[src/rtl/uart_usart_pkg.sv]
// uart_usart_pkg
//   Shared definitions for the 8N1 USART: register offsets from BASE_ADDR,
//   status bit positions, TX/RX state encodings, bit-timer width and a
//   helper that assembles the status byte.
package uart_usart_pkg;

    localparam logic [7:0] REG_DATA_OFS = 8'h00;
    localparam logic [7:0] REG_STAT_OFS = 8'h01;

    localparam int unsigned STAT_TXRDY = 0;
    localparam int unsigned STAT_RXRDY = 1;
    localparam int unsigned STAT_OE    = 2;
    localparam int unsigned STAT_FE    = 3;

    localparam int unsigned TIMER_W = 16;

    typedef enum logic [1:0] {
        TX_IDLE,
        TX_START,
        TX_DATA,
        TX_STOP
    } tx_state_t;

    typedef enum logic [1:0] {
        RX_IDLE,
        RX_START,
        RX_DATA,
        RX_STOP
    } rx_state_t;

    function automatic logic [7:0] status_word(input logic fe, input logic oe,
                                               input logic rx_rdy, input logic tx_rdy);
        logic [7:0] s;
        s             = '0;
        s[STAT_TXRDY] = tx_rdy;
        s[STAT_RXRDY] = rx_rdy;
        s[STAT_OE]    = oe;
        s[STAT_FE]    = fe;
        return s;
    endfunction

endpackage

[src/rtl/uart_usart_rx.sv]
// uart_rx
//   Receiver: 2-flop synchroniser on rxd, start-edge detection, mid-bit
//   sampling of start, 8 data bits (LSB first) and stop bit.
//   Ports:
//     clk, n_rst  - clock, asynchronous active-low reset
//     rxd         - asynchronous serial input
//     byte_valid  - one-cycle pulse on the stop-bit sample edge
//     rx_byte     - received byte, valid while byte_valid is high
//     frame_err   - stop bit sampled as 0, valid with byte_valid
module uart_rx
    import uart_usart_pkg::*;
#(
    parameter int unsigned CLK_DIV = 104
) (
    input  logic       clk,
    input  logic       n_rst,
    input  logic       rxd,
    output logic       byte_valid,
    output logic [7:0] rx_byte,
    output logic       frame_err
);

    localparam logic [TIMER_W-1:0] BIT_LAST  = TIMER_W'(CLK_DIV - 1);
    localparam logic [TIMER_W-1:0] HALF_LAST = TIMER_W'(CLK_DIV / 2 - 1);

    logic               rxd_meta;
    logic               rxd_sync;
    logic               rxd_prev;
    rx_state_t          state;
    logic [TIMER_W-1:0] timer;
    logic [2:0]         bit_idx;
    logic [7:0]         shreg;
    logic               bit_end;

    // Line idles high, so the synchroniser resets to 1 to avoid a false start.
    always_ff @(posedge clk or negedge n_rst) begin
        if (!n_rst) begin
            rxd_meta <= 1'b1;
            rxd_sync <= 1'b1;
            rxd_prev <= 1'b1;
        end else begin
            rxd_meta <= rxd;
            rxd_sync <= rxd_meta;
            rxd_prev <= rxd_sync;
        end
    end

    assign bit_end = (timer == BIT_LAST);

    always_ff @(posedge clk or negedge n_rst) begin
        if (!n_rst) begin
            state   <= RX_IDLE;
            timer   <= '0;
            bit_idx <= '0;
            shreg   <= '0;
        end else begin
            case (state)
                RX_IDLE: begin
                    timer <= '0;
                    if (rxd_prev && !rxd_sync) begin
                        state <= RX_START;
                    end
                end
                RX_START: begin
                    if (timer == HALF_LAST) begin
                        timer   <= '0;
                        bit_idx <= '0;
                        // A high line at mid start-bit is a glitch.
                        state   <= rxd_sync ? RX_IDLE : RX_DATA;
                    end else begin
                        timer <= timer + 1'b1;
                    end
                end
                RX_DATA: begin
                    if (bit_end) begin
                        timer   <= '0;
                        shreg   <= {rxd_sync, shreg[7:1]};
                        bit_idx <= bit_idx + 1'b1;
                        if (bit_idx == 3'd7) begin
                            state <= RX_STOP;
                        end
                    end else begin
                        timer <= timer + 1'b1;
                    end
                end
                RX_STOP: begin
                    if (bit_end) begin
                        timer <= '0;
                        state <= RX_IDLE;
                    end else begin
                        timer <= timer + 1'b1;
                    end
                end
                default: state <= RX_IDLE;
            endcase
        end
    end

    // Decoded from the stop-sample condition so delivery lands on that edge.
    assign byte_valid = (state == RX_STOP) && bit_end;
    assign frame_err  = byte_valid && !rxd_sync;
    assign rx_byte    = shreg;

endmodule

[src/rtl/uart_usart.sv]
// uart_usart
//   Minimal 8N1 USART on the Z80 I/O bus. Data register at BASE_ADDR,
//   status register {4'b0, FE, OE, RxRDY, TxRDY} at BASE_ADDR+1.
//   Double-buffered transmitter; receiver lives in uart_rx.
//   Ports:
//     clk, n_rst        - clock, asynchronous active-low reset
//     iorq_n,rd_n,wr_n  - Z80 I/O request / read / write strobes (active low)
//     addr, data_in     - I/O port address and CPU write data
//     data_out, data_oe - read data and bus drive enable
//     txd, rxd          - serial out (idles 1) / asynchronous serial in
module uart_usart
    import uart_usart_pkg::*;
#(
    parameter int unsigned CLK_DIV   = 104,
    parameter logic [7:0]  BASE_ADDR = 8'h84
) (
    input  logic       clk,
    input  logic       n_rst,
    input  logic       iorq_n,
    input  logic       rd_n,
    input  logic       wr_n,
    input  logic [7:0] addr,
    input  logic [7:0] data_in,
    output logic [7:0] data_out,
    output logic       data_oe,
    output logic       txd,
    input  logic       rxd
);

    localparam logic [7:0]         DATA_ADDR = BASE_ADDR + REG_DATA_OFS;
    localparam logic [7:0]         STAT_ADDR = BASE_ADDR + REG_STAT_OFS;
    localparam logic [TIMER_W-1:0] BIT_LAST  = TIMER_W'(CLK_DIV - 1);

    // Bus decode
    logic data_hit;
    logic stat_hit;
    logic rd_sel;
    logic data_rd_sel;
    logic data_wr_sel;
    logic data_rd_d;
    logic data_wr_d;
    logic rd_fall;
    logic wr_rise;

    // Transmitter
    tx_state_t          tx_state;
    logic [TIMER_W-1:0] tx_timer;
    logic [2:0]         tx_bit;
    logic [7:0]         tx_shift;
    logic [7:0]         tx_hold;
    logic               tx_rdy;
    logic               tx_bit_end;

    // Receiver / status
    logic       rx_rdy;
    logic       oe;
    logic       fe;
    logic [7:0] rx_buf;
    logic       byte_valid;
    logic [7:0] rx_byte;
    logic       frame_err;

    assign data_hit    = (addr == DATA_ADDR);
    assign stat_hit    = (addr == STAT_ADDR);
    assign rd_sel      = !iorq_n && !rd_n && (data_hit || stat_hit);
    assign data_rd_sel = !iorq_n && !rd_n && data_hit;
    assign data_wr_sel = !iorq_n && !wr_n && data_hit;

    always_ff @(posedge clk or negedge n_rst) begin
        if (!n_rst) begin
            data_rd_d <= 1'b0;
            data_wr_d <= 1'b0;
        end else begin
            data_rd_d <= data_rd_sel;
            data_wr_d <= data_wr_sel;
        end
    end

    assign rd_fall = data_rd_d && !data_rd_sel;
    assign wr_rise = data_wr_sel && !data_wr_d;

    always_comb begin
        data_out = '0;
        if (rd_sel) begin
            data_out = data_hit ? rx_buf : status_word(fe, oe, rx_rdy, tx_rdy);
        end
    end

    assign data_oe = rd_sel;

    assign tx_bit_end = (tx_timer == BIT_LAST);

    // tx_rdy is written both by the CPU write and by the holding->shifter
    // transfer; the two are mutually exclusive because one needs tx_rdy=1
    // and the other tx_rdy=0.
    always_ff @(posedge clk or negedge n_rst) begin
        if (!n_rst) begin
            tx_state <= TX_IDLE;
            tx_timer <= '0;
            tx_bit   <= '0;
            tx_shift <= '0;
            tx_hold  <= '0;
            tx_rdy   <= 1'b1;
            txd      <= 1'b1;
        end else begin
            if (wr_rise && tx_rdy) begin
                tx_hold <= data_in;
                tx_rdy  <= 1'b0;
            end
            case (tx_state)
                TX_IDLE: begin
                    tx_timer <= '0;
                    if (!tx_rdy) begin
                        tx_shift <= tx_hold;
                        tx_rdy   <= 1'b1;
                        txd      <= 1'b0;
                        tx_state <= TX_START;
                    end
                end
                TX_START: begin
                    if (tx_bit_end) begin
                        tx_timer <= '0;
                        tx_bit   <= '0;
                        txd      <= tx_shift[0];
                        tx_state <= TX_DATA;
                    end else begin
                        tx_timer <= tx_timer + 1'b1;
                    end
                end
                TX_DATA: begin
                    if (tx_bit_end) begin
                        tx_timer <= '0;
                        tx_bit   <= tx_bit + 1'b1;
                        if (tx_bit == 3'd7) begin
                            txd      <= 1'b1;
                            tx_state <= TX_STOP;
                        end else begin
                            txd      <= tx_shift[1];
                            tx_shift <= {1'b0, tx_shift[7:1]};
                        end
                    end else begin
                        tx_timer <= tx_timer + 1'b1;
                    end
                end
                TX_STOP: begin
                    if (tx_bit_end) begin
                        tx_timer <= '0;
                        // A pending byte starts immediately: no idle gap.
                        if (!tx_rdy) begin
                            tx_shift <= tx_hold;
                            tx_rdy   <= 1'b1;
                            txd      <= 1'b0;
                            tx_state <= TX_START;
                        end else begin
                            tx_state <= TX_IDLE;
                        end
                    end else begin
                        tx_timer <= tx_timer + 1'b1;
                    end
                end
                default: tx_state <= TX_IDLE;
            endcase
        end
    end

    uart_rx #(
        .CLK_DIV(CLK_DIV)
    ) u_rx (
        .clk       (clk),
        .n_rst     (n_rst),
        .rxd       (rxd),
        .byte_valid(byte_valid),
        .rx_byte   (rx_byte),
        .frame_err (frame_err)
    );

    // Data-read completion clears the flags first; a delivery in the same
    // cycle then wins, so the new byte lands and OE stays clear.
    always_ff @(posedge clk or negedge n_rst) begin
        if (!n_rst) begin
            rx_rdy <= 1'b0;
            oe     <= 1'b0;
            fe     <= 1'b0;
            rx_buf <= '0;
        end else begin
            if (rd_fall) begin
                rx_rdy <= 1'b0;
                oe     <= 1'b0;
                fe     <= 1'b0;
            end
            if (byte_valid) begin
                if (frame_err) begin
                    fe <= 1'b1;
                end
                if (!rx_rdy || rd_fall) begin
                    rx_buf <= rx_byte;
                    rx_rdy <= 1'b1;
                end else begin
                    oe <= 1'b1;
                end
            end
        end
    end

endmodule

[config.mk]
export PLATFORM = sky130hd
export DESIGN_NAME = uart_usart
export DESIGN_NICKNAME = d
export VERILOG_FILES = /design/src/rtl/uart_usart_pkg.sv /design/src/rtl/uart_usart_rx.sv /design/src/rtl/uart_usart.sv
export SDC_FILE = /design/constraint.sdc
export NUM_CORES = 1
export LEC_CHECK = 0
export BUFFER_PORTS_ARGS = -buffer_cell sky130_fd_sc_hd__buf_2
export CAP_MARGIN = 20
export CORE_UTILIZATION = 60
export DETAILED_ROUTE_END_ITERATION = 7
export PLACE_DENSITY_LB_ADDON = 0.12
export SLEW_MARGIN = 10
export SYNTH_ARGS = -nofsm -noshare
export SYNTH_HDL_FRONTEND = slang
export SYNTH_SLANG_ARGS = --single-unit
[constraint.sdc]
create_clock -name clk -period 3.2 [get_ports clk]
set_clock_uncertainty 0.15 [all_clocks]
set_input_delay 0.96 -clock clk [delete_from_list [all_inputs] [get_ports clk]]
set_output_delay 0.96 -clock clk [all_outputs]
set_load 0.02 [all_outputs]
==> results.md <==
- Synth top area share: 46.7%
- F_max: 306 MHz
- DR WL/cell: 14.1 um
- Max incr delay on CP: 260 ps
- Total number of vias: 2817
- CP dominant cell by count: buf_6
- Top cells by area, synth: dfrtp_1 47%, mux2_2 6.4%, mux2_4 5.3%
- Hold Crit Class: flip-flop to flip-flop
- Core area: 6790 sq um
- DRC Markers: 0
- Crit start category: input port
- Clk sinks: 84
- Post-synth ARST share: 100%
- Largest net degree at the start of global routing: 47
- Mean Syn Cell Area: 11.2 sq um
- Clock latency on the worst-skew pair: 360 ps
- Max-Slew Margin vs Limit: 44.6%
- # setup viols final: 8
- Total gr overflow: 0
- Syn Inst Count: 377
- Nets: 456
- Status: finished, violations left
- Leak: 2.25 nW
- Critical Path End Type: output pin
- Layout cell share with drive strength beyond 1: 29.8%
- WHS: 209 ps
- N_diodes: 0
- Clk pin slew, worst setup/hold paths: 80 ps
- Ys flop type: dfrtp_1
- Num CTS Buffers: 9
- Max H-tree Level: 3
- Sequential cell area fraction in the yosys report: 49.8%
- Crit-path slowest cell: mux2i_2
- Pwr/cell area: 559 nW/um^2
- Initial DRC count: 74
- Top cell type by total area after synthesis: dfrtp_1
- Cell area after synthesis: 4230 sq um
- Fin crit period: 3270 ps
- Worst-margin pin slew: 829 ps
- Worst vdd ir: 0.000423 V
- Final worst setup slack: -67.2 ps
- Number of library cell types mapped by synthesis: 50
- Most common cell in the synthesized netlist: dfrtp_1
- Die area: 7400 sq um
- CP Class: input port to output pin
- Cell Chain, Critical Path: buf_6, nor4b_4, buf_4, nand2_4, nor2_4, mux2i_2, nor2_2, buf_6
- Net count after synthesis: 415
- Initial Util: 62.3%
- WL final: 7290 um
- Row cnt: 30
- Initial DRT Pass Iterations: 4
- CP required: 2090 ps
- Gpl congestion: 0.794
- Vias/cell: 5.43
- Area Overhead vs Synth: 14.3%
- Die Width: 86.0 um
- Bufs on Longest Clock Path: 2
- Commonest cells in the netlist: 79 x dfrtp_1, 50 x nor2_1, 29 x nand2_1
- #FFs+latches synth: 84
- Root Buffer: clkbuf_8
- Crit path arrival time: 2160 ps
- Final HPWL DP: 5080 um
- Setup TNS: -280 ps
- Filler instances: 495
- CTS tree: yes
- Post-placement cell count: 500
- Violated checks: setup timing
- First-pass GRT wire length: 12900 um
- Post-route ant nets: 0
- Final Cycle Share: 102%
- Slew Viols, Final: 0
- RSZ-0062 raised after global routing: yes
- Synth Warn #: 0
- Non-Filler Instances: 519
- Vias in the first global route: 2811
- Die height: 86.0 um
- Final hold vios: 0
- Hold Buf Count CTS: 0
- Count of flip-flops with a built-in enable after synthesis: 0
- Max-Cap Viols: 0
- Antenna violations before repair: 0
- Worst-path maximum fanout: 5
- Ports: 32
- Gr usage total: 22.4%
- Port buffer count: 31
sequential cells by signal, summed over array words and instances, names as in the netlist, 2 cells and up, named ones only:
register,flops
u_rx.bit_idx,3
tx_state,2
tx_timer,16
rx_buf,8
tx_shift,8
u_rx.timer,16
tx_bit,3
tx_hold,8
u_rx.rx_byte,8
layout make-up:
class / instances / area [sq um] / share of cell area (%)
Multi-Input combinational cell: 265 / 2070 / 42.8
Tap cell: 96 / 120 / 2.48
Inverter: 19 / 71.3 / 1.47
Timing Repair Buffer: 39 / 293 / 6.05
Sequential cell: 84 / 2110 / 43.6
Clock buffer: 11 / 141 / 2.92
Clock inverter: 5 / 36.3 / 0.750
report_power, final:
| part | internal (mW) | total [mW] | leakage [nW] | switching (mW) |
|---|---|---|---|---|
| registers | 1.15 | 1.24 | 1.13 | 0.0869 |
| clock network | 0.305 | 0.684 | 0.0820 | 0.379 |
| logic | 0.305 | 0.784 | 1.04 | 0.479 |
layer usage:
metal / up-vias / track usage [%] / part of all wire (%) / wire (um)
li1: 1383 / - / - / -
met1: 1392 / 29.7 / 47 / 3460
met2: 27 / 36.2 / 49 / 3540
met3: 15 / 3.46 / 1.5 / 113
met4: 0 / 10.8 / 2.4 / 175
met5: - / 0 / 0 / 0
per-stage QoR:
step	instance area, sq um	util (%)	total power, mW	setup WS [ps]
after floorplan	4250	-	1.91	53.6
after global placement	4520	66.5	2.01	-184
after detailed placement	4520	66.5	2.04	-251
after CTS	4820	70.9	2.73	-76.7
after global routing	4840	71.3	2.88	-141
final	4840	71.3	2.71	-67.2
worst max-delay path, delay by kind of cell:
family	cells	cell delay [ps]
buffers and inverters	3	380
AND/OR/NAND/NOR	4	550
multiplexers	1	260
worst paths after layout:
path / startpoint / to / slack (ps) / cells after the start
worst max-delay path: addr[5] / data_out[1] / -70 / 8
worst min-delay path: u_rx.rxd_meta / u_rx.rxd_sync / 210 / 0
worst max register to register: tx_state[0] / tx_shift[4] / 580 / 6
worst min register to register: u_rx.rxd_meta / u_rx.rxd_sync / 210 / 0
max in group asynchronous: n_rst / u_rx.rxd_sync / 1810 / 2
min in group asynchronous: n_rst / tx_shift[4] / 450 / 1
cell usage in the layout, fill, tap and decap left out, drive strengths merged, types with 2 or more instances in the layout:
cell       n
dfstp      5
o21ai     13
nor4       4
mux2i      5
nand3     17
o221ai     3
ha        16
nand2b     3
or2        2
clkinvlp   3
mux2      39
a22o       3
xnor2     16
or3        3
nor2      50
clkbuf    11
buf       39
xor2      10
dfrtp     79
nand2     29
a21oi      7
nor3       8
nand4      5
inv       20
o21a       3
and2       5
o41ai      2
and3       4
and4b      2
or4        4
cells by family (layout without fill, tap and decap cells):
| logic type | count (synthesis) | count (layout) | synth area share, % |
|---|---|---|---|
| xor gates and xnor gates | 26 | 26 | 5.38 |
| and+or+nand+nor | 145 | 145 | 18.1 |
| buffers and inverters | 28 | 74 | 2.98 |
| adders and majority gates | 16 | 16 | 4.73 |
| DFF | 84 | 84 | 49.8 |
| muxes | 44 | 44 | 12.9 |
| AOI/OAI and AO/OA | 34 | 34 | 6.09 |
timing repair:
item,in CTS,in global routing
pin swaps,8,7
resized for setup,29,3
endpoints found under the setup margin,8,9
setup buffers,2,1
Note: power is estimated with default switching activity, not from simulation.
